**src/rtl/tpm_sync_controller.sv**
```systemverilog
// Sequences two tree-parity-machine partners through a key exchange:
// weight init, then GAP/COMPUTE/CHECK/LEARN rounds until sync or round limit.
module tpm_sync_controller #(
    parameter int unsigned K           = 2,
    parameter int unsigned N           = 3,
    parameter int unsigned SYNC_ROUNDS = 16,
    parameter int unsigned MAX_ROUNDS  = 1024,
    parameter int unsigned RW          = 16,
    parameter logic [15:0] FEED_SEED   = 16'hACE1
) (
    input  logic           i_clk,
    input  logic           i_rst_n,
    input  logic           i_start,
    input  logic           i_out_a,
    input  logic           i_out_b,
    output logic [2:0]     o_ctrl,
    output logic [K*N-1:0] o_feed,
    output logic           o_busy,
    output logic           o_synced,
    output logic           o_timeout,
    output logic [RW-1:0]  o_round_cnt,
    output logic [7:0]     o_agree_cnt
);
    localparam int unsigned KN = K * N;
    localparam int unsigned CW = $clog2(KN + 1);
    localparam logic [CW-1:0] CycLoad  = CW'(KN);
    localparam logic [RW-1:0] RoundMax = RW'(MAX_ROUNDS);

    typedef enum logic [2:0] {
        StIdle, StInit, StGap, StCompute, StCheck, StLearn, StDone, StFail
    } state_e;

    state_e        r_state, w_state_next;
    logic [CW-1:0] r_cyc, w_cyc_next;
    logic [15:0]   r_lfsr, w_lfsr_next;
    logic [KN-1:0] r_feed, w_feed_next;
    logic [RW-1:0] r_round, w_round_next, w_round_inc;
    logic [7:0]    r_agree, w_agree_next;
    logic [2:0]    r_ctrl, w_ctrl_next;
    logic          r_busy, r_synced, r_timeout;
    logic          w_busy_next, w_synced_next, w_timeout_next;

    always_comb begin
        w_state_next = r_state;
        w_cyc_next   = r_cyc;
        w_lfsr_next  = r_lfsr;
        w_feed_next  = r_feed;
        w_round_next = r_round;
        w_agree_next = r_agree;
        w_round_inc  = r_round + RW'(1);
        unique case (r_state)
            StIdle, StDone, StFail: begin
                if (i_start) begin
                    w_state_next = StInit;
                    w_cyc_next   = CycLoad;
                    w_round_next = '0;
                    w_agree_next = '0;
                end
            end
            StInit: begin
                if (r_cyc == CW'(1)) w_state_next = StGap;
                else                 w_cyc_next   = r_cyc - CW'(1);
            end
            StGap: begin
                w_state_next = StCompute;
                w_cyc_next   = CycLoad;
            end
            StCompute: begin
                if (r_cyc == CW'(1)) w_state_next = StCheck;
                else                 w_cyc_next   = r_cyc - CW'(1);
            end
            StCheck: begin
                w_state_next = StLearn;
                if (i_out_a == i_out_b) begin
                    w_agree_next = (r_agree == 8'hFF) ? r_agree : r_agree + 8'd1;
                end else begin
                    w_agree_next = '0;
                end
            end
            StLearn: begin
                w_round_next = w_round_inc;
                if (32'(r_agree) >= SYNC_ROUNDS)  w_state_next = StDone;
                else if (w_round_inc == RoundMax) w_state_next = StFail;
                else                              w_state_next = StGap;
            end
            default: w_state_next = StIdle;
        endcase

        // Stepping on entry to GAP makes feed stable for the whole round, GAP included.
        if (w_state_next == StGap) begin
            w_lfsr_next = {r_lfsr[0] ^ r_lfsr[2] ^ r_lfsr[3] ^ r_lfsr[5], r_lfsr[15:1]};
            w_feed_next = w_lfsr_next[KN-1:0];
        end

        w_ctrl_next    = 3'b000;
        w_busy_next    = 1'b0;
        w_synced_next  = 1'b0;
        w_timeout_next = 1'b0;
        unique case (w_state_next)
            StInit:   begin w_ctrl_next = 3'b001; w_busy_next = 1'b1; end
            StGap:    w_busy_next = 1'b1;
            StCompute,
            StCheck:  begin w_ctrl_next = 3'b010; w_busy_next = 1'b1; end
            StLearn:  begin w_ctrl_next = 3'b100; w_busy_next = 1'b1; end
            StDone:   begin w_ctrl_next = 3'b111; w_synced_next = 1'b1; end
            StFail:   w_timeout_next = 1'b1;
            default:  ;
        endcase
    end

    always_ff @(posedge i_clk or negedge i_rst_n) begin
        if (!i_rst_n) begin
            r_state   <= StIdle;
            r_cyc     <= '0;
            r_lfsr    <= FEED_SEED;
            r_feed    <= '0;
            r_round   <= '0;
            r_agree   <= '0;
            r_ctrl    <= 3'b000;
            r_busy    <= 1'b0;
            r_synced  <= 1'b0;
            r_timeout <= 1'b0;
        end else begin
            r_state   <= w_state_next;
            r_cyc     <= w_cyc_next;
            r_lfsr    <= w_lfsr_next;
            r_feed    <= w_feed_next;
            r_round   <= w_round_next;
            r_agree   <= w_agree_next;
            r_ctrl    <= w_ctrl_next;
            r_busy    <= w_busy_next;
            r_synced  <= w_synced_next;
            r_timeout <= w_timeout_next;
        end
    end

    assign o_ctrl      = r_ctrl;
    assign o_feed      = r_feed;
    assign o_busy      = r_busy;
    assign o_synced    = r_synced;
    assign o_timeout   = r_timeout;
    assign o_round_cnt = r_round;
    assign o_agree_cnt = r_agree;

endmodule

```
**config.mk**
```make
export PLATFORM = sky130hd
export DESIGN_NAME = tpm_sync_controller
export DESIGN_NICKNAME = d
export VERILOG_FILES = /design/src/rtl/tpm_sync_controller.sv
export SDC_FILE = /design/constraint.sdc
export NUM_CORES = 1
export LEC_CHECK = 0
export CORE_MARGIN = 2
export CORE_UTILIZATION = 50
export CTS_BUF_LIST = sky130_fd_sc_hd__clkbuf_4 sky130_fd_sc_hd__clkbuf_8 sky130_fd_sc_hd__clkbuf_16
export CTS_CLUSTER_SIZE = 30
export DETAILED_ROUTE_END_ITERATION = 16
export PLACE_DENSITY = 0.71
export SLEW_MARGIN = 20
export SYNTH_ARGS = -nofsm -noshare
export SYNTH_HDL_FRONTEND = slang
export SYNTH_SLANG_ARGS = --single-unit
```
**constraint.sdc**
```tcl
create_clock -name i_clk -period 4.95 [get_ports i_clk]
set_input_delay 0.495 -clock i_clk [delete_from_list [all_inputs] [get_ports i_clk]]
set_output_delay 0.495 -clock i_clk [all_outputs]
set_load 0.005 [all_outputs]
```
* After elaboration in Yosys (flattened, before gate mapping)
Cells that the tools add are included.
** Word-level totals
- Bits in registers :: 58
- Output and inout bits :: 36
- Logic and storage cells :: 68
** Operators by class
- Add/subtract/negate cells :: 3
- $lt $le $gt $ge :: 1
- Eq/ne operators :: 21
- Muxes and demuxes :: 19
- Bitwise gates (word level) :: 3
- Reduce and logical (&&, ||, !) cells :: 11
** Operators with widths (number)
- $pmux 16 s2 :: 1
- $eq 3x3->1 const B :: 8
- $mux 8 :: 3
- $mux 3 :: 7
- $pmux 3 s6 :: 1
- $add 16x1->16 const B :: 1
- $eq 16x11->1 const B :: 1
- $mux 16 :: 1
- $pmux 8 s2 :: 1
- $eq 3x2->1 const B :: 4
- $pmux 3 s4 :: 1
- $eq 3x1->1 const B :: 3
- $pmux 3 s3 :: 1
- $add 8x1->8 const B :: 1
- $eq 8x8->1 const B :: 1
- $ge 8x5->1 const B :: 1
- $reduce_and 3->1 :: 2
- $reduce_or 5->1 :: 1
- $ne 2x2->1 const B :: 2
- $reduce_bool 2->1 :: 2
- $reduce_or 2->1 :: 2
- $logic_not 3->1 :: 1
- $mux 1 :: 3
- $ne 3x3->1 const B :: 1
- 6 further kinds :: 8

* Logic depth before layout (Yosys ltp)
Gate-level depths: netlist of run 1.
- Depth after elaboration :: 8
- Depth in mapped cells :: 9
- Gate-level depth less buffers :: 9

* Worst setup path after synthesis of run 1
Ideal clock, no wire load.
- Path type :: reg-to-reg
- Start :: reg r_round[0] (netlist: o_round_cnt[0])
- End :: reg r_feed[5] (netlist: o_feed[5])
- Arrival :: 2.649 ns
- Data required time :: 4.825 ns
- Path slack :: 2.176 ns
- Cell stages (with the launch flop) :: 10
- Clock period less this slack :: 2.774 ns
- Cells stage by stage :: dfrtp_1 > ha_1 > buf_2 > nand3_2 > or4_4 > a2111oi_4 > and4_4 > a21oi_4 > buf_12 > mux2_4
** Between the ends
- Longest elaborated chain between the ends :: 6
** Ends and longest elaborated chain
- start: declaration :: RTL line 37 : logic [RW-1:0] r_round, w_round_next, w_round_inc;
- start signal: assignment :: RTL line 128 : r_round <= w_round_next;
- $add 16x1->16 :: RTL line 50 : w_round_inc = r_round + RW'(1);
- $eq 16x11->1 :: RTL line 83 : else if (w_round_inc == RoundMax) w_state_next = StFail;
- $mux 3 :: RTL line 83
- $mux 3 :: RTL line 82 : if (32'(r_agree) >= SYNC_ROUNDS) w_state_next = StDone;
- $pmux 3 s6 :: RTL line 51 : unique case (r_state)
- $eq 3x2->1 :: RTL line 90 : if (w_state_next == StGap) begin
- end signal: assignment :: RTL line 127 : r_feed <= w_feed_next;
- end: declaration :: RTL line 36 : logic [KN-1:0] r_feed, w_feed_next;
Every way passes these cells.
A chain may end at the register's enable or synchronous reset.

* Worst setup path after layout of run 1
- Start :: reg r_round[0] (netlist: o_round_cnt[0])
- End :: reg r_lfsr[1]
** Between the ends
- Longest elaborated chain between the ends :: 6
** Ends and longest elaborated chain
- $add 16x1->16 :: RTL line 50
- $eq 16x11->1 :: RTL line 83
- $mux 3 :: RTL line 83
- $mux 3 :: RTL line 82
- $pmux 3 s6 :: RTL line 51
- $eq 3x2->1 :: RTL line 90
- end signal: assignment :: RTL line 126 : r_lfsr <= w_lfsr_next;
- end: declaration :: RTL line 35 : logic [15:0] r_lfsr, w_lfsr_next;
Every way passes these cells.

==> results of run 1 <==
[sequential cells by signal, summed over array words and instances, names as in the netlist]
signal and cells:
o_busy 1, o_synced 1, o_feed 2, o_round_cnt 16, o_agree_cnt 8, o_timeout 1, r_cyc 3, r_state 3
r_lfsr 16, o_ctrl 3
[power by group]
part	internal, uW	total [uW]	switching (uW)
registers	517	660	143
clock network	102	254	153
logic	274	542	268
[stage by stage]
step	worst slack, ps	instance area [um^2]	hold WS, ps	total power, uW	instances
global placement	1910	3480	486	1200	414
floorplan	2180	3110	199	1020	319
CTS	1840	3570	321	1470	422
global route	1670	3580	350	1560	422
detailed placement	1860	3480	494	1200	414
finish	1840	3580	289	1460	422
[critical path, stage by stage, from the launching register on]
cell and delay [ps]:
sky130_fd_sc_hd__dfrtp_1 490, sky130_fd_sc_hd__ha_1 330, sky130_fd_sc_hd__nand3_2 220, sky130_fd_sc_hd__or3_2 530, sky130_fd_sc_hd__a22o_1 250, sky130_fd_sc_hd__and4_4 210
sky130_fd_sc_hd__a21oi_4 550, sky130_fd_sc_hd__mux2_2 410
[routing by layer]
| layer | part of all wire (%) | GRT usage [%] | routed length [um] | vias to the layer above |
|---|---|---|---|---|
| met5 | 0 | 0 | 0 | - |
| met4 | 1.1 | 4.62 | 65 | 0 |
| met3 | 3.6 | 3.28 | 219 | 6 |
| met2 | 47 | 30.4 | 2880 | 49 |
| met1 | 49 | 25.5 | 3000 | 1182 |
| li1 | - | - | - | 1203 |
[final cells by class]
| class | count | share of cell area [%] |
|---|---|---|
| well taps | 75 | 2.62 |
| inverters | 11 | 1.15 |
| repair buffers | 41 | 11.2 |
| flip-flops and latches | 54 | 38.0 |
| clock buffers | 5 | 1.92 |
| multi-input cells | 233 | 44.4 |
| clock inverters | 3 | 0.664 |
[cells in the final DEF (no fill, tap or decap), types with 5 or more instances in the layout]
master                            instances
sky130_fd_sc_hd__dfrtp_1                 46
sky130_fd_sc_hd__clkdlybuf4s50_1         39
sky130_fd_sc_hd__o21ai_0                 36
sky130_fd_sc_hd__nor2_1                  29
sky130_fd_sc_hd__nand2_1                 23
sky130_fd_sc_hd__nor3_1                  12
sky130_fd_sc_hd__inv_1                   11
sky130_fd_sc_hd__nand3_1                 11
sky130_fd_sc_hd__nand4_1                 10
sky130_fd_sc_hd__mux2_4                  10
sky130_fd_sc_hd__xnor2_1                  8
sky130_fd_sc_hd__mux2_2                   8
sky130_fd_sc_hd__dfstp_2                  8
sky130_fd_sc_hd__o31ai_1                  6
sky130_fd_sc_hd__a31oi_1                  6
sky130_fd_sc_hd__ha_1                     6
sky130_fd_sc_hd__a21oi_1                  5
sky130_fd_sc_hd__clkbuf_8                 5
[final timing paths]
kind,startpoint,to,slack (ps),cells past startpoint
setup / recovery,o_round_cnt[0],r_lfsr[1],1840,7
hold / removal,i_rst_n,r_lfsr[4],290,2
setup reg to reg,o_round_cnt[0],r_lfsr[1],1840,7
hold reg to reg,o_feed[0],o_feed[0],510,1
max in group asynchronous,i_rst_n,o_round_cnt[5],4210,2
min in group i_clk,o_feed[0],o_feed[0],510,1
[cells by family after synthesis]
| logic type | after synthesis | synth area share, % |
|---|---|---|
| AOI/OAI and AO/OA | 77 | 16.5 |
| buffers and inverters | 32 | 5.32 |
| DFF | 54 | 43.8 |
| muxes | 19 | 8.06 |
| adders and majority gates | 6 | 2.42 |
| and+or+nand+nor | 119 | 20.5 |
| xor gates and xnor gates | 12 | 3.38 |
==> results.md, run 1 <==
Routing:
- The count of vias placed by the detailed router is 2440.
- The detailed-router iteration count before antenna repair is 4.
- The total detailed-routing wirelength is 6160 um.
- The average routed wire per standard cell is 14.6 um.
- In the routed design, unresolved DRC markers number 0.
- The number of violations reported at the end of detailed-routing iteration 0 is 96.
- The detailed-route vias per instance is 5.78.
- Once detail routing completed, the nets flagged for antenna violations numbered 0.

Clock tree:
- The latest clock arrival within the worst-skew pair is 310 ps.
- In this run the number of H-tree levels came out at 2.
- The CTS tree is built.
- The buffer type at the clock tree root is sky130_fd_sc_hd__clkbuf_8.
- In this run the post-CTS setup repair buffer count came out at 0.
- The clock passes through at most 2 buffers.
- The number of instances resized during post-cts repair is 0.
- The number of buffers created by CTS is 5.
- Clock-pin slew was measured on the worst setup and hold paths at 100 ps.
- After clock tree synthesis, the flow added hold-fix buffers numbering 0.
- The clock sink total is 54.

Timing:
- Setup repair after global routing left no endpoint under its margin.
- The total negative slack is 0 ps.
- On the final layout, the worst clock skew is 9.67 ps.
- The final count of hold timing violations is 0.
- At the pin with the least slew margin, the transition time is 675 ps.
- The minimum clock period after layout is 3110 ps.
- For this run, the top clock speed supported by timing is 321 MHz.
- The normalized max-slew margin is 54.9%.
- The final number of max-transition violations is 0.
- Setup violations remaining at the end of the flow were counted as 0.
- Of the available clock period, the critical path in the final layout requires 62.9%.

Global routing:
- The number of global-route vias before repair came to 2204.
- Entering global routing, the biggest net connects 55 pins.
- The initial antenna violation count is 0.
- The remaining global-route overflow is 0.
- The all-layer global routing usage is 18.5%.
- The global-route wire length before repair is 10600 um.

Floorplan:
- The die boundary width is 82.8 um.
- The number of I/O pins is 41.
- The total area inside the core boundary comes to 5960 um^2.
- In this run the core area contains 28 standard-cell rows.
- The starting utilization of the core area is 52.1%.
- The floorplan step defined a die boundary enclosing 6860 um^2.
- The floorplan step set the die height to 82.8 um.

Worst setup path:
- STA classifies the critical path endpoint as a flop.
- The critical path in this run is classified as flop to flop.
- The largest fanout of any net on the critical path is 18.
- The data required time at the worst endpoint is 5160 ps.
- The worst setup path is launched from a flop.
- STA puts the critical path data arrival time at 3320 ps.

Logic synthesis:
- The total standard cell area after synthesis is 3110 um^2.
- Averaged over all synthesized cells, the footprint is 9.74 um^2.
- After technology mapping, the gate count stands at 319.
- Sorting the synthesized cells by how often they occur yields sky130_fd_sc_hd__dfrtp_1, sky130_fd_sc_hd__o21ai_0, sky130_fd_sc_hd__nor2_1.
- For this run, the number of Yosys warnings is 0.
- Of the post-synthesis cell area, the dominant cell type holds 37.1%.
- In the synthesized netlist the async set-or-reset flop fraction comes to 100%.
- In this run, synthesis inferred 0 flip-flops with an integrated enable.
- By area the synthesized netlist is led by sky130_fd_sc_hd__dfrtp_1, sky130_fd_sc_hd__dfstp_2, sky130_fd_sc_hd__o21ai_0, sky130_fd_sc_hd__mux2_4, sky130_fd_sc_hd__nor2_1.
- The most used flip-flop cell after synthesis is sky130_fd_sc_hd__dfrtp_1.
- The cell with the most instances after synthesis is sky130_fd_sc_hd__dfrtp_1.
- Summed over all instances, the cell type with the most area after synthesis is sky130_fd_sc_hd__dfrtp_1.
- In this run, synthesis produced a sequential element count of 54.
- The number of nets produced by synthesis is 330.
- After synthesis, flip-flops and latches occupy 43.8% of the total area.
- The number of distinct library cells after synthesis is 62.

Power:
- The maximum ir drop on the vdd rail is 0.237 mV.
- In this run the power density over the cells is 407 nW/um^2.
- In this run the static leakage power is 0.00146 uW.

Layout:
- The net total in the final layout is 357.
- The end-of-flow core utilization is 60.1%.
- The fill cell total of the finished layout is 533.
- From synthesis to final layout, the design area changed by 15.4%.
- The count of inserted antenna diode cells is 0.
- Summing all multi-input logic gate instances after layout gives 1590 um^2.
- In the final layout, flip-flops and latches occupy 1360 um^2.
- Cells with a size suffix above 1 make up 15.0% of the layout.

Worst hold path:
- The class of the most critical hold timing path is input port to asynchronous set/reset pin.

Flow run:
- The max-capacitance violation count is 0.

Placed design:
- Detailed placement finished with a half-perimeter wire length of 4170 um.
- The placer's final routability congestion estimate is 0.839.
- The total of buffers placed on input and output ports is 40.

Run status:
- The flow ran to the end, and the final reports show no timing, DRC or antenna violations.
Note: power is estimated with default switching activity, not from simulation.
==> run 2: changes to the inputs <==
==> constraint.sdc (replaced) <==
create_clock -name i_clk -period 3.2 [get_ports i_clk]
set_input_delay 0.32 -clock i_clk [delete_from_list [all_inputs] [get_ports i_clk]]
set_output_delay 0.32 -clock i_clk [all_outputs]
set_load 0.005 [all_outputs]
==> results.md, run 2 (synthesis gave the netlist of run 1 again) <==
Run status:
- The flow ran to the end, and the final reports show no timing, DRC or antenna violations.

Timing:
- The worst hold slack after final layout was 72.4 ps (-217 ps).
- The total negative slack is 0 ps (unchanged).
- Setup repair after global routing left no endpoint under its margin.
- The pin slew with the least headroom to its limit is 790 ps (+115 ps).
- The normalized max-slew margin is 47.3% (-7.6 points).
- The minimum clock period after layout came to 3010 ps (-103 ps).
- The maximum clock frequency came to 332 MHz (+3.4%).
- The largest clock skew in the final design is 13.5 ps (+3.79 ps).
- The final number of max-transition violations came to 0 (unchanged).
- The final count of hold timing violations is 0 (unchanged).
- The setup violation total in the final timing report is 0 (unchanged).
- The final period utilization is 94.0% (+31 points).

Layout:
- The share of cells above drive strength 1 is 15.6% (+0.64 points).
- The count of inserted antenna diode cells came to 0 (unchanged).
- The net total in the final layout is 362 (+1.4%).
- In the layout the commonest cells are sky130_fd_sc_hd__dfrtp_1, sky130_fd_sc_hd__clkdlybuf4s50_1, sky130_fd_sc_hd__o21ai_0.
- The leading cell type in the layout, fill and taps excluded is sky130_fd_sc_hd__dfrtp_1.
- The fill cell total of the finished layout is 526 (-1.3%).
- The post-layout instance count excluding filler cells is 427 (+1.2%).
- The growth of design area from synthesis to finish is 16.6%.
- The end-of-flow core utilization is 60.8% (+0.65 points).

Floorplan:
- The die height is 82.8 um (unchanged).
- The number of I/O pins is 41 (unchanged).
- The starting utilization of the core area is 52.1% (unchanged).
- The die boundary width is 82.8 um (unchanged).
- The full die area is 6860 um^2 (unchanged).
- The site row count is 28 (unchanged).
- The core outline area is 5960 um^2 (unchanged).

Worst setup path:
- The maximum single-stage delay on the critical path is 600 ps (+50 ps).
- The largest fanout of any net on the critical path is 18 (unchanged).
- The critical path in this run is classified as flop to flop.
- The critical path ends at o_feed[5].
- The count of buffer and inverter cells on the critical path is 1 (+1).
- The cell family contributing the most delay on the critical path is simple AND/OR/NAND/NOR gates.
- The startpoint class of the critical path is a flop.
- The worst register-to-register path ends at o_feed[5].
- The reg-to-reg setup timing slack is 190 ps (-1650 ps).
- The count of cells along the worst register-to-register path is 8 (+1).
- The critical path data arrival time was 3220 ps (-100 ps).
- In this run the critical register-to-register path is launched from o_round_cnt[1].
- Among all stages on the critical path, the largest delay is contributed by sky130_fd_sc_hd__or4_4.
- Walking the worst path, the cells encountered are ha_1 -> nand3_2 -> or4_4 -> a2111oi_4 -> and4_4 -> a21oi_4 -> buf_12 -> mux2_4.
- The data required time at the worst endpoint was 3410 ps (-1750 ps).
- The number of cells on the critical path was 8 (+1).
- The most critical setup path has its startpoint at o_round_cnt[1].
- The worst setup path is captured at a flop.

Global routing:
- The all-layer global routing usage came to 19.5% (+1.1 points).
- The maximum number of pins on one net before global-route repair is 36 (-35%).
- The initial antenna violation count is 0 (unchanged).
- The remaining global-route overflow is 0 (unchanged).
- The global-route wire length before repair is 11200 um (+6.0%).
- The number of global-route vias before repair is 2370 (+7.5%).

Placed design:
- The total instance count after detailed placement is 418 (+0.97%).
- The placer's final routability congestion estimate was 0.837 (-0.29%).
- The placed wire-length estimate after detailed placement was 4390 um (+5.2%).
- The total of buffers placed on input and output ports came to 40 (unchanged).

Routing:
- The post-detailed-route count of antenna-violating nets is 0 (unchanged).
- The count of vias placed by the detailed router is 2505 (+2.7%).
- The number of design rule violations left after detail routing is 0 (unchanged).
- The detailed-route vias per instance came to 5.87 (+1.5%).
- The total detailed-routing wirelength came to 6550 um (+6.2%).
- The average routed wire per standard cell is 15.3 um (+5.0%).
- The number of violations reported at the end of detailed-routing iteration 0 is 92 (-4.2%).
- The detailed-router iteration count before antenna repair is 4 (unchanged).

Clock tree:
- In this run the clock root is driven by a sky130_fd_sc_hd__clkbuf_8.
- The latest clock arrival within the worst-skew pair is 320 ps (about the same).
- The worst-case clock buffer depth is 2 (unchanged).
- TritonCTS built the clock tree.
- The count of hold buffers inserted by post-cts repair is 0 (unchanged).
- The number of buffers created by CTS came to 5 (unchanged).
- The clock sink total came to 54 (unchanged).
- The clock input transition at the sequential cells of the worst setup and hold paths was 110 ps (about the same).
- The level count of the clock H-tree was 2 (unchanged).

Flow run:
- The max-capacitance violation count is 0 (unchanged).

Power:
- The proportion of power drawn by combinational gates is 38.6% (+1.4 points).
- The net switching power is 899 uW (+59%).
- The net switching fraction of the power is 39.0% (+0.25 points).
- The cell leakage power is 0.00149 uW (+1.6%).
- The total power per unit cell area is 637 nW/um^2 (+57%).
- The maximum ir drop on the vdd rail is 0.291 mV (+23%).
- The cell-internal power was 1410 uW (+58%).
- The relative contribution of the clock network to total power came to 17.5% (about the same).
- The total power after layout is 2310 uW (+58%).
- The fraction of power consumed by sequential logic is 44.0% (-1.3 points).

Worst hold path:
- The class of the most critical hold timing path is input port to asynchronous set/reset pin.
-- run 2: cell count changes in the layout (fill, tap and decap cells not counted), sizes merged --
| cell | before | now |
|---|---|---|
| buf | 2 | 7 |
-- run 2: cell type report --
| type | instances | area [um^2] | share of cell area, % |
|---|---|---|---|
| multi-input cells | 233 | 1580 | 43.6 |
| flip-flops and latches | 54 | 1360 | 37.6 |
| repair buffers | 46 | 453 | 12.5 |
| well taps | 75 | 93.8 | 2.59 |
| clock buffers | 5 | 68.8 | 1.90 |
| inverters | 11 | 41.3 | 1.14 |
| clock inverters | 3 | 23.8 | 0.657 |
-- run 2: through the flow --
step	worst slack [ps]	instance area, um^2
6_report	192	3620
5_1_grt	35.3	3620
4_1_cts	60.4	3600
3_5_place_dp	94.1	3510
3_3_place_gp	173	3510
2_1_floorplan	426	3110
-- run 2: power by group through the flow --
stage          Clock [uW]  Sequential [uW]  Combinational [uW]
2_1_floorplan           0              914                 670
3_5_place_dp            0             1020                 867
4_1_cts               409             1010                 871
5_1_grt               433             1040                 995
3_3_place_gp            0             1020                 855
6_report              403             1010                 890
-- run 2: worst min path at each step --
stage	from	end	slack, ps	depth (start not counted)
after floorplan	i_rst_n	o_agree_cnt[0]	20	0
after global placement	i_rst_n	r_lfsr[3]	450	1
after detailed placement	i_rst_n	r_lfsr[4]	460	1
after CTS	i_rst_n	o_round_cnt[12]	110	1
after global routing	i_rst_n	r_lfsr[4]	140	1
final	i_rst_n	r_lfsr[4]	70	1
-- run 2: metal layers --
metal,vias to the layer above,track usage [%],share of wire [%]
met5,-,0,0
met2,65,31.2,46
li1,1212,-,-
met3,10,2.88,3.8
met1,1218,27.7,48
met4,0,5.81,1.6
-- run 2: timing repair --
item	in CTS	in global routing
buffers inserted	0	1
endpoints found under the setup margin	0	18
endpoints found under the hold margin	0	0
gates resized for setup	0	0
==> patch: new RTL, config.mk and constraints of run 2 <==
The parameter `N` goes from 3 to 2.
--- a/src/rtl/tpm_sync_controller.sv
+++ b/src/rtl/tpm_sync_controller.sv
@@ -4,3 +4,3 @@
     parameter int unsigned K           = 2,
-    parameter int unsigned N           = 3,
+    parameter int unsigned N           = 2,
     parameter int unsigned SYNC_ROUNDS = 16,
Interface: changed (resized o_feed); port bits go from 41 to 39. The function was not compared with the original's and may differ.
==> patch against run 2 <==
- power up 16%
- count of clock-buffer cells in the layout up 1
- non-clock buffer count up 3
- final area down 1.3%
- routed wire length down 5.5%
- largest power group is now combinational logic
- synthesized area down 2.8%
- combinational power up 36%
- worst setup slack better by 0.18 ns
- critical path type unchanged
- highest routed layer unchanged
- critical path depth up 1
- sequential cell count down 1
==> patch: results (changes against run 2) <==
status=complete, no violations (unchanged); hpwl dp=4270 microns (was 4390 microns); layout cells sized above 1=13.3% (was 15.6%); VDD IR max=552 uV (was 291 uV); Initial DRC Count=122 (was 92); routability cong.=0.812 (was 0.837); post-synthesis xor/xnor area fraction=2.90% (was 3.38%); Leak=1.50 nW (was 1.49 nW); All-Layer GR Usage=20.0% (was 19.5%); Adder-Cell Fraction of Synth Area=2.49% (was 2.42%); Netlist cell types=55 (was 62); Worst Skew=0.00607 ns (was 0.0135 ns); Commonest cells post-synth=dfrtp_1, o21ai_0, nand2_1, nor2_1, nand3_1 (was dfrtp_1, o21ai_0, nor2_1, nand2_1, nor3_1); post-synthesis compound-gate area fraction=17.8% (was 16.5%); Fillers=531 (was 526); vias in the first global route=2249 (was 2370); DP Worst Slack=0.213 ns (was 0.0941 ns); Synthesized Nets=322 (was 330); Nets=357 (was 362); Slew headroom=47.8% (was 47.3%); Critical Path Fanout Max=17 (was 18); first-pass GRT wire length=10400 microns (was 11200 microns); total number of vias=2416 (was 2505); Worst EP arrival=3.02 ns (was 3.22 ns); post-synthesis sequential area ratio=44.3% (was 43.8%)
==> patch: cell types whose count changed after synthesis, moves of 4 or more <==
cell     delta
mux2_2      -8
nor3_1      -8
mux2_1      +7
nor2_1      -7
nand3_1     +5
inv_1       -4
o21a_1      +4
==> patch: per-stage QoR <==
step	instance area (sq um)	hold WS, ns	std cells
after floorplan	3020	0.0244	311
after global placement	3430	0.465	411
after detailed placement	3450	0.299	412
after CTS	3550	0.500	421
after global routing	3570	0.527	422
final	3570	0.481	422
==> patch: path summary, 6_finish.rpt <==
check	endpoint	slack, ns
max	r_lfsr[1]	0.38
min	o_busy	0.48
max reg2reg	r_lfsr[1]	0.38
min reg2reg	o_feed[0]	0.50
max in group asynchronous	r_lfsr[5]	1.98
min in group i_clk	o_feed[0]	0.50
==> patch: power groups by stage <==
stage	combinational, W	clock (W)	sequential [W]
after floorplan	0.000847	0	0.000976
after global placement	0.00116	0	0.00108
after detailed placement	0.00119	0	0.00108
after CTS	0.00119	0.000403	0.00107
after global routing	0.00134	0.000428	0.00111
final	0.00121	0.000389	0.00107
==> patch: cell type report <==
type,count,share of cell area (%)
Timing Repair Buffer,49,13.6
Clock inverter,2,0.385
Clock buffer,6,2.14
Inverter,7,0.736
Sequential cell,53,37.4
Multi-Input combinational cell,230,43.1
Tap cell,75,2.63
==> patch: cells by family (layout without fill, tap and decap cells) <==
kind of cell | after synthesis | count (layout)
xor+xnor | 10 | 10
fa+ha+maj | 6 | 6
mux | 18 | 18
flops | 53 | 53
compound gates | 84 | 84
simple gates | 112 | 112
buf+inv | 28 | 64
==> patch: metal layers <==
| metal | GRT usage [%] | share of wire [%] | vias up |
|---|---|---|---|
| met2 | 33.0 | 47 | 49 |
| met3 | 3.41 | 4.5 | 6 |
| li1 | - | - | 1199 |
| met4 | 6.33 | 1.2 | 0 |
| met5 | 0 | 0 | - |
| met1 | 27.0 | 48 | 1162 |
==> patch: critical path: cells and delay by family, from the launching register on <==
family | cells | cell delay [ns]
simple gates | 3 | 0.91
flops | 1 | 0.49
compound gates | 2 | 0.36
buf+inv | 2 | 0.34
mux | 1 | 0.32
fa+ha+maj | 1 | 0.29
==> patch: repair_timing <==
action | 4_1_cts | 5_1_grt
setup endpoints to repair | 0 | 4
hold endpoints to repair | 17 | 0
hold buffers | 1 | 0
buffers inserted | 0 | 1
